`src/rtl/id_stage_pkg.sv`:
```
// id_stage_pkg: shared instruction definitions for the decode and execute stages.
// Instruction layout: {opcode[15:10], operand[9:0]}; branch offset is operand[5:0].
// Opcode groups:
//   OTHER : NOP, LDCA, LDCB, LDA, STA, LDB, STB (write no flags)
//   ALU_A : ADDA, SUBA, ANDA, ORA, XORA        (write A flags)
//   ALU_B : ADDB, SUBB, ANDB, ORB, XORB        (write B flags)
//   BR_A  : BAEQ, BANE, BACS, BACC, BAMI, BAPL (test A flags)
//   BR_B  : BBEQ, BBNE, BBCS, BBCC, BBMI, BBPL (test B flags)
// Flags are packed {N, Z, C}.
package id_stage_pkg;

    localparam int unsigned INSTR_W = 16;
    localparam int unsigned ADDR_W  = 10;
    localparam int unsigned OP_W    = 6;
    localparam int unsigned OPND_W  = 10;

    typedef enum logic [2:0] {
        ClsOther = 3'd0,
        ClsAluA  = 3'd1,
        ClsAluB  = 3'd2,
        ClsBrA   = 3'd3,
        ClsBrB   = 3'd4
    } cls_e;

    typedef enum logic [2:0] {
        CondEq = 3'd0,
        CondNe = 3'd1,
        CondCs = 3'd2,
        CondCc = 3'd3,
        CondMi = 3'd4,
        CondPl = 3'd5
    } cond_e;

    typedef enum logic {
        StRun   = 1'b0,
        StFlush = 1'b1
    } state_e;

    localparam logic [OP_W-1:0] OpNop  = 6'h00;
    localparam logic [OP_W-1:0] OpLdca = 6'h01;
    localparam logic [OP_W-1:0] OpLdcb = 6'h02;
    localparam logic [OP_W-1:0] OpLda  = 6'h03;
    localparam logic [OP_W-1:0] OpSta  = 6'h04;
    localparam logic [OP_W-1:0] OpLdb  = 6'h05;
    localparam logic [OP_W-1:0] OpStb  = 6'h06;

    localparam logic [OP_W-1:0] OpAdda = 6'h10;
    localparam logic [OP_W-1:0] OpSuba = 6'h11;
    localparam logic [OP_W-1:0] OpAnda = 6'h12;
    localparam logic [OP_W-1:0] OpOra  = 6'h13;
    localparam logic [OP_W-1:0] OpXora = 6'h14;

    localparam logic [OP_W-1:0] OpAddb = 6'h18;
    localparam logic [OP_W-1:0] OpSubb = 6'h19;
    localparam logic [OP_W-1:0] OpAndb = 6'h1A;
    localparam logic [OP_W-1:0] OpOrb  = 6'h1B;
    localparam logic [OP_W-1:0] OpXorb = 6'h1C;

    localparam logic [OP_W-1:0] OpBaeq = 6'h20;
    localparam logic [OP_W-1:0] OpBane = 6'h21;
    localparam logic [OP_W-1:0] OpBacs = 6'h22;
    localparam logic [OP_W-1:0] OpBacc = 6'h23;
    localparam logic [OP_W-1:0] OpBami = 6'h24;
    localparam logic [OP_W-1:0] OpBapl = 6'h25;

    localparam logic [OP_W-1:0] OpBbeq = 6'h28;
    localparam logic [OP_W-1:0] OpBbne = 6'h29;
    localparam logic [OP_W-1:0] OpBbcs = 6'h2A;
    localparam logic [OP_W-1:0] OpBbcc = 6'h2B;
    localparam logic [OP_W-1:0] OpBbmi = 6'h2C;
    localparam logic [OP_W-1:0] OpBbpl = 6'h2D;

    // Evaluate a branch condition against {N, Z, C}.
    function automatic logic cond_true(cond_e cond, logic [2:0] flags);
        logic res;
        case (cond)
            CondEq:  res = flags[1];
            CondNe:  res = ~flags[1];
            CondCs:  res = flags[0];
            CondCc:  res = ~flags[0];
            CondMi:  res = flags[2];
            CondPl:  res = ~flags[2];
            default: res = 1'b0;
        endcase
        return res;
    endfunction

endpackage

```
`src/rtl/id_stage_if.sv`:
```
// id_stage_if: fetch <-> decode link.
//   iFetchedInst : instruction from fetch
//   iNew_pc      : address of iFetchedInst + 1
//   oBr_dir      : redirect address back to fetch
//   oBr_taken    : redirect strobe back to fetch
// master = fetch side, slave = decode stage.
interface id_stage_if;

    logic [id_stage_pkg::INSTR_W-1:0] iFetchedInst;
    logic [id_stage_pkg::ADDR_W-1:0]  iNew_pc;
    logic [id_stage_pkg::ADDR_W-1:0]  oBr_dir;
    logic                             oBr_taken;

    modport master (
        output iFetchedInst,
        output iNew_pc,
        input  oBr_dir,
        input  oBr_taken
    );

    modport slave (
        input  iFetchedInst,
        input  iNew_pc,
        output oBr_dir,
        output oBr_taken
    );

endinterface

```
`src/rtl/id_decode.sv`:
```
// id_decode: combinational opcode classifier, shared with the execute stage.
//   i_op   : opcode field
//   o_cls  : opcode class (flag writer / flag tester / other)
//   o_cond : branch condition, meaningful only for BR_A / BR_B
module id_decode
    import id_stage_pkg::*;
(
    input  logic [OP_W-1:0] i_op,
    output cls_e            o_cls,
    output cond_e           o_cond
);

    always_comb begin
        o_cls  = ClsOther;
        o_cond = CondEq;
        case (i_op)
            OpAdda, OpSuba, OpAnda, OpOra, OpXora: o_cls = ClsAluA;
            OpAddb, OpSubb, OpAndb, OpOrb, OpXorb: o_cls = ClsAluB;
            OpBaeq: begin o_cls = ClsBrA; o_cond = CondEq; end
            OpBane: begin o_cls = ClsBrA; o_cond = CondNe; end
            OpBacs: begin o_cls = ClsBrA; o_cond = CondCs; end
            OpBacc: begin o_cls = ClsBrA; o_cond = CondCc; end
            OpBami: begin o_cls = ClsBrA; o_cond = CondMi; end
            OpBapl: begin o_cls = ClsBrA; o_cond = CondPl; end
            OpBbeq: begin o_cls = ClsBrB; o_cond = CondEq; end
            OpBbne: begin o_cls = ClsBrB; o_cond = CondNe; end
            OpBbcs: begin o_cls = ClsBrB; o_cond = CondCs; end
            OpBbcc: begin o_cls = ClsBrB; o_cond = CondCc; end
            OpBbmi: begin o_cls = ClsBrB; o_cond = CondMi; end
            OpBbpl: begin o_cls = ClsBrB; o_cond = CondPl; end
            default: ;
        endcase
    end

endmodule

```
`src/rtl/id_stage.sv`:
```
// id_stage: instruction decode stage with IF/ID register, branch resolution,
// wrong-path squash and flag-hazard replay.
//   clk, reset  : clock, synchronous active-high reset
//   fetch       : fetch link (instruction + next PC in, redirect out)
//   iFlagsA/B   : current {N,Z,C} of accumulators A/B from EX
//   oExOp       : registered opcode to EX (NOP when invalid)
//   oExOperand  : registered operand field to EX
//   oExValid    : registered, 1 = oExOp is a real instruction
module id_stage
    import id_stage_pkg::*;
(
    input  logic              clk,
    input  logic              reset,
    id_stage_if.slave         fetch,
    input  logic [2:0]        iFlagsA,
    input  logic [2:0]        iFlagsB,
    output logic [OP_W-1:0]   oExOp,
    output logic [OPND_W-1:0] oExOperand,
    output logic              oExValid
);

    logic [INSTR_W-1:0] r_inst;
    logic [ADDR_W-1:0]  r_pc1;
    state_e             r_state;
    logic               r_ex_wr_a;
    logic               r_ex_wr_b;

    logic [OP_W-1:0]    w_op;
    cls_e               w_cls;
    cond_e              w_cond;
    logic               w_br_a;
    logic               w_br_b;
    logic               w_run;
    logic [2:0]         w_flags;
    logic               w_hazard;
    logic               w_cond_taken;
    logic [ADDR_W-1:0]  w_target;

    assign w_op = r_inst[INSTR_W-1 -: OP_W];

    id_decode u_decode (
        .i_op   (w_op),
        .o_cls  (w_cls),
        .o_cond (w_cond)
    );

    assign w_br_a   = (w_cls == ClsBrA);
    assign w_br_b   = (w_cls == ClsBrB);
    assign w_run    = (r_state == StRun);
    assign w_flags  = w_br_b ? iFlagsB : iFlagsA;
    // Flags the branch needs are still being produced by the op now in EX.
    assign w_hazard = w_run & ((w_br_a & r_ex_wr_a) | (w_br_b & r_ex_wr_b));
    assign w_cond_taken = w_run & (w_br_a | w_br_b) & cond_true(w_cond, w_flags);
    // Wraps modulo 2^ADDR_W.
    assign w_target = r_pc1 + ADDR_W'(r_inst[5:0]);

    // Redirect; a concurrent reset drops it.
    always_comb begin
        fetch.oBr_taken = 1'b0;
        fetch.oBr_dir   = '0;
        if (!reset) begin
            if (w_hazard) begin
                fetch.oBr_taken = 1'b1;
                fetch.oBr_dir   = r_pc1 - ADDR_W'(1);
            end else if (w_cond_taken) begin
                fetch.oBr_taken = 1'b1;
                fetch.oBr_dir   = w_target;
            end
        end
    end

    always_ff @(posedge clk) begin
        if (reset) begin
            r_inst     <= {OpNop, {OPND_W{1'b0}}};
            r_pc1      <= '0;
            r_state    <= StRun;
            oExOp      <= OpNop;
            oExOperand <= '0;
            oExValid   <= 1'b0;
            r_ex_wr_a  <= 1'b0;
            r_ex_wr_b  <= 1'b0;
        end else begin
            // Fetch has no enable: the IF/ID register always loads.
            r_inst <= fetch.iFetchedInst;
            r_pc1  <= fetch.iNew_pc;
            case (r_state)
                StRun: begin
                    if (w_hazard) begin
                        oExOp      <= OpNop;
                        oExOperand <= '0;
                        oExValid   <= 1'b0;
                        r_ex_wr_a  <= 1'b0;
                        r_ex_wr_b  <= 1'b0;
                        r_state    <= StFlush;
                    end else begin
                        oExOp      <= w_op;
                        oExOperand <= r_inst[OPND_W-1:0];
                        oExValid   <= 1'b1;
                        r_ex_wr_a  <= (w_cls == ClsAluA);
                        r_ex_wr_b  <= (w_cls == ClsAluB);
                        r_state    <= w_cond_taken ? StFlush : StRun;
                    end
                end
                default: begin
                    // Instruction in ID is wrong-path.
                    oExOp      <= OpNop;
                    oExOperand <= '0;
                    oExValid   <= 1'b0;
                    r_ex_wr_a  <= 1'b0;
                    r_ex_wr_b  <= 1'b0;
                    r_state    <= StRun;
                end
            endcase
        end
    end

endmodule

```
`src/flat_wrapper.sv`:
```
// flat-port wrapper written by rule: the top's interface ports become plain ports
module id_stage_flat import id_stage_pkg::*;
  (clk, reset, iFlagsA, iFlagsB, oExOp, oExOperand, oExValid, fetch_iFetchedInst, fetch_iNew_pc, fetch_oBr_dir, fetch_oBr_taken);
  id_stage_if fetch_i ();
  input  logic clk;
  input  logic reset;
  input  logic [2:0] iFlagsA;
  input  logic [2:0] iFlagsB;
  output logic [OP_W-1:0] oExOp;
  output logic [OPND_W-1:0] oExOperand;
  output logic oExValid;
  input wire logic [$bits(fetch_i.iFetchedInst)-1:0] fetch_iFetchedInst;
  input wire logic [$bits(fetch_i.iNew_pc)-1:0] fetch_iNew_pc;
  output wire logic [$bits(fetch_i.oBr_dir)-1:0] fetch_oBr_dir;
  output wire logic [$bits(fetch_i.oBr_taken)-1:0] fetch_oBr_taken;
  assign fetch_i.iFetchedInst = fetch_iFetchedInst;
  assign fetch_i.iNew_pc = fetch_iNew_pc;
  assign fetch_oBr_dir = fetch_i.oBr_dir;
  assign fetch_oBr_taken = fetch_i.oBr_taken;
  id_stage u_core (.clk(clk), .reset(reset), .fetch(fetch_i), .iFlagsA(iFlagsA), .iFlagsB(iFlagsB), .oExOp(oExOp), .oExOperand(oExOperand), .oExValid(oExValid));
endmodule
```
`config.mk`:
```
export PLATFORM = sky130hd
export DESIGN_NAME = id_stage_flat
export DESIGN_NICKNAME = d
export VERILOG_FILES = /design/src/rtl/id_stage_pkg.sv /design/src/rtl/id_stage_if.sv /design/src/rtl/id_decode.sv /design/src/rtl/id_stage.sv /design/src/flat_wrapper.sv
export SDC_FILE = /design/constraint.sdc
export NUM_CORES = 1
export LEC_CHECK = 0
export BUFFER_PORTS_ARGS = -buffer_cell sky130_fd_sc_hd__clkbuf_2
export CORE_UTILIZATION = 55
export CTS_BUF_LIST = sky130_fd_sc_hd__clkbuf_16
export DETAILED_ROUTE_END_ITERATION = 8
export GPL_ROUTABILITY_DRIVEN = 0
export HOLD_SLACK_MARGIN = 0.15
export PLACE_DENSITY_LB_ADDON = 0.05
export SLEW_MARGIN = 20
export SYNTH_ARGS = -nofsm -noshare
export SYNTH_HDL_FRONTEND = slang
export SYNTH_SLANG_ARGS = --single-unit
```
`constraint.sdc`:
```
create_clock -name clk -period 5 [get_ports clk]
set_input_delay 0.75 -clock clk [delete_from_list [all_inputs] [get_ports clk]]
set_output_delay 0.75 -clock clk [all_outputs]
set_load 0.02 [all_outputs]
```
## Yosys cells after proc, flatten, opt, wreduce, memory -nomap -nowiden

Index checks and enable logic that the tools add are counted.

| word-level totals | value |
|---|---|
| register bits after elaboration | 46 |
| latch bits | 0 |
| bits in writable memories | 0 |
| memory bits (read-only) | 0 |
| input bits | 34 |
| logic and storage cells | 75 |
| memories | 0 |

| cells by class | value |
|---|---|
| add/subtract/negate cells | 2 |
| multipliers | 0 |
| div/mod/pow operators | 0 |
| $lt $le $gt $ge | 0 |
| equal/unequal tests | 31 |
| shift-type cells | 0 |
| mux-type cells | 11 |
| bitwise operators | 11 |
| reductions and logical operators | 12 |

Operator list:

| operator | number |
|---|---|
| $eq 6x6->1 const B | 12 |
| $eq 6x5->1 const B | 10 |
| $mux 10 | 3 |
| $pmux 3 s5 | 1 |
| $eq 3x2->1 const B | 4 |
| $pmux 3 s4 | 1 |
| $reduce_or 2->1 | 6 |
| $reduce_or 6->1 | 2 |
| $add 10x6->10 | 1 |
| $reduce_or 5->1 | 2 |
| $sub 10x1->10 const B | 1 |
| $eq 3x3->1 const B | 3 |
| $eq 3x1->1 const B | 2 |
| $pmux 1 s6 | 1 |
| $and 1x1->1 | 5 |
| $mux 1 | 4 |
| $not 1->1 | 4 |
| $logic_not 3->1 | 1 |
| $mux 3 | 1 |
| $reduce_or 3->1 | 1 |
| $or 1x1->1 | 2 |

## Longest topological paths before layout

| depth | value |
|---|---|
| word-level depth | 11 |
| mapped depth | 8 |
| mapped depth without buffers | 7 |

## Cells and area by module

Synthesis repeated with hierarchy kept, for this count alone.

| second synthesis, totals | value |
|---|---|
| cells, all modules | 214 |
| area, all modules | 2109.5 µm² |

Modules (own cells, without submodules):

| module | instances | cells each | area an instance (µm²) | seq. area each (µm²) |
|---|---|---|---|---|
| id_stage | 1 | 201 | 2011.9 | 920.9 |
| id_decode | 1 | 13 | 97.6 | 0.0 |

## Least setup slack after synthesis

OpenSTA, ideal clock, no wires.

| timing | value |
|---|---|
| path type | input -> output |
| start point | in reset |
| end point | out fetch_oBr_dir[0] |
| data arrival time | 2.354 ns |
| required time | 4.250 ns |
| path slack | 1.896 ns |
| stages on the path | 7 |
| buffers on the path | 2 |
| cells stage by stage | buf_2 -> nor2_1 -> nand3_1 -> o31ai_1 -> a21oi_1 -> buf_2 -> a221oi_1 |

| on the way | value |
|---|---|
| word-level cells in the longest chain between the ends | 1 |

RTL lines:

| element | RTL line | text |
|---|---|---|
| start: declaration | flat_wrapper.sv:6 | `input logic reset;` |
| $mux 10 | id_stage.sv:61 | `if (!reset) begin` |
| end: declaration | flat_wrapper.sv:14 | `output wire logic [$bits(fetch_i.oBr_dir)-1:0] fetch_oBr_dir;` |

No other way between the ends.

## Final worst setup path

| timing | value |
|---|---|
| start point | in reset |
| end point | out fetch_oBr_dir[1] |

The elaborated chain is that of the path after synthesis.

==> reports/summary.txt <==
Placed cell areas - 2490 sq um
Fin crit period - 3.52 ns
R2r endpoint - u_core.r_state$_SDFF_PP0_
DRC - 0
Fmax - 284 MHz
Top-count cell post-synth - dfxtp_1
Critical path, cell by cell - clkbuf_2 > or2_2 > nor4_1 > o21a_1 > a21oi_1 > a221oi_1 > clkbuf_2
Fin cells - 333
Crit path max fanout - 29
Tightest Pin Transition - 1.00 ns
Post-Place Worst Slack - 1.50 ns
Nets - 326
Min-Delay Path Class - reg -> reg
Clock Root Buffer - clkbuf_16
Worst setup EP type - output pin
Final hold vios - 0
Most used DFF post-synth - dfxtp_1
Critical Path Slowest Stage Cell - or2_2
Warnings, synthesis - 0
CTS Sinks - 46
Max stage delay on crit path - 0.40 ns
Count of pins over their slew limit - 0
Min-Delay Path Depth - 1
Post-DR vias/cell - 5.46
Syn Inst Count - 228
Final Cycle Share - 70.4%
Crit path DAT - 2.77 ns
Average size of a mapped cell - 9.62 sq um
Max-Cap Viols - 0
Cell mode on critical path - clkbuf_2
Synth async-reset ratio - 0%
Latest clock arrival within the worst-skew pair - 0.28 ns
Final setup fails - 0
Cell Area, Synth - 2190 sq um
Worst-case clock skew - 0.00454 ns
TritonRoute pass-1 iters - 4
DRT iter0 DRCs - 79
Post_cts resized - 0
Delay-heaviest family, CP - compound AO/OA/AOI/OAI gates
HPWL Detailed - 3.28 mm
Die Footprint - 4240 sq um
Share of cells above drive strength 1 - 29.5%
Top-area cell type share of the netlist area - 42.0%
# port buffers - 61
Outcome - finished clean
Crit path from - reset
Setup slack after layout - 1.48 ns
Initial antenna violation count - 0
Largest net degree at the start of global routing - 30
CP bufs+invs - 2
Worst Hold Launch - u_core.r_inst[8]$_SDFF_PP0_
Final instance area - 2690 sq um
Row Count - 22
Post-synth EDFFs - 0
Die Wd - 65.2 um
Rel. slew slack - 33.1%
Total core area - 3740 sq um
Leak - 1.24 nW
Post-CTS Setup Inserts - 0
Vias in the first global route - 1596
Top post-synthesis cells by area - dfxtp_1 42%, nor2b_1 8.3%, and3_1 4.6%
Final wirelength - 4.33 mm
WS Path Type - in -> out
Reg2reg start - u_core.r_inst[13]$_SDFF_PP0_
GRT Overall Usage - 22.8%
Grt total ovfl - 0
H-tree depth - 2
Initial Util - 58.6%
CTS tree - yes
Power per cell area - 343 nW/um^2
Fill count - 308
Longest Clk Path Bufs - 2
Register-to-Register Path Depth - 4
Global-route wire length before repair - 7.25 mm
Hold-fix buffers at CTS - 0
Cts bufs inserted - 5
Unrepaired setup endpoints after global routing - false
Seq/Total Area, Yosys - 42.0%
Biggest area consumer among synthesized cells - dfxtp_1
Reg2Reg Setup Slack - 2.90 ns
P&R area growth vs syn - 22.5%
CP Launch Type - input pin
Final Power - 0.920 mW
Num ports - 62
Netlist cell types - 52
Die Y - 65.2 um
Top cells by count, synth - 46 x dfxtp_1, 29 x nor2b_1, 16 x and3_1
Total vias in the final route - 1818
CP Data Required Time - 4.25 ns
Post-DRT Antenna Nets - 0
Placed Cells - 325
Clock-pin slew on the worst setup and hold paths - 0.06 ns
Ant diodes - 0
Max rail drop VDD - 0.000261 V
Setup TNS - 0 ns
Wire length per cell - 13.0 um
Mapped Nets - 270
Hold Path End - u_core.oExOperand[8]$_SDFF_PP0_
Yosys reg bits - 46
==> sequential cells by signal, summed over array words and instances, names as in the netlist <==
signal	flops
u_core.oExOp	6
u_core.oExOperand	10
u_core.oExValid	1
u_core.r_ex_wr_a	1
u_core.r_ex_wr_b	1
u_core.r_inst	16
u_core.r_pc1	10
u_core.r_state	1
==> layout make-up <==
type	instances	area, sq um	share of cell area, %
Clock buffer	5	125	4.66
Clock inverter	3	68.8	2.56
Inverter	4	15.0	0.559
Multi-Input combinational cell	165	1180	44.1
Sequential cell	46	921	34.3
Tap cell	48	60.1	2.24
Timing Repair Buffer	62	313	11.6
==> cells in the final DEF, fill, tap and decap left out, types with 4 or more instances in the layout <==
master | netlist | layout
clkbuf_2 | 0 | 61
dfxtp_1 | 46 | 46
nor2b_1 | 29 | 29
and3_1 | 16 | 16
nor2_1 | 14 | 14
a21oi_1 | 10 | 10
ha_1 | 7 | 7
nor3_1 | 6 | 6
o21ai_0 | 6 | 6
nand2_1 | 6 | 6
a211oi_1 | 5 | 5
clkbuf_16 | 0 | 5
a221oi_1 | 4 | 4
xnor2_1 | 4 | 4
inv_1 | 4 | 4
a21o_1 | 4 | 4
==> layer usage <==
metal	track usage, %	part of all wire (%)	up-vias
li1	-	-	936
met1	30.4	48	818
met2	36.5	45	59
met3	5.21	6.1	5
met4	7.34	0.92	0
met5	0	0	-
==> how the worst max path moves through the flow <==
stage,endpoint,slack [ns],cells past startpoint
6_report,fetch_oBr_dir[1],1.48,7
5_1_grt,fetch_oBr_dir[0],1.25,7
4_1_cts,fetch_oBr_dir[0],1.49,7
3_5_place_dp,fetch_oBr_dir[0],1.50,7
3_3_place_gp,fetch_oBr_dir[0],1.55,7
2_1_floorplan,fetch_oBr_dir[0],1.90,7
==> kinds of logic (layout without fill, tap and decap cells) <==
kind of cell             Yosys count  count (layout)  synth area share [%]
AND/OR/NAND/NOR                  100             100                  28.2
AO/OA/AOI/OAI                     47              47                  16.4
flip-flops                        46              46                  42.0
buffers and inverters             17              74                  4.05
adder cells (fa/ha/maj)            8               8                  4.91
XOR/XNOR                           6               6                  2.40
multiplexers                       4               4                  2.05
==> metrics by stage <==
| step | utilization (%) | hold WS, ns |
|---|---|---|
| detailed placement | 66.6 | 0.438 |
| finish | 71.8 | 0.443 |
| global placement | 66.6 | 0.434 |
| global route | 71.8 | 0.466 |
| floorplan | - | 0.429 |
| CTS | 71.8 | 0.447 |
==> where the power goes <==
part           total (mW)  switching [mW]  internal, mW
sequential          0.401          0.0160         0.385
clock               0.412           0.126         0.287
combinational       0.107          0.0563        0.0510
Power figures use the tool's default switching activity.
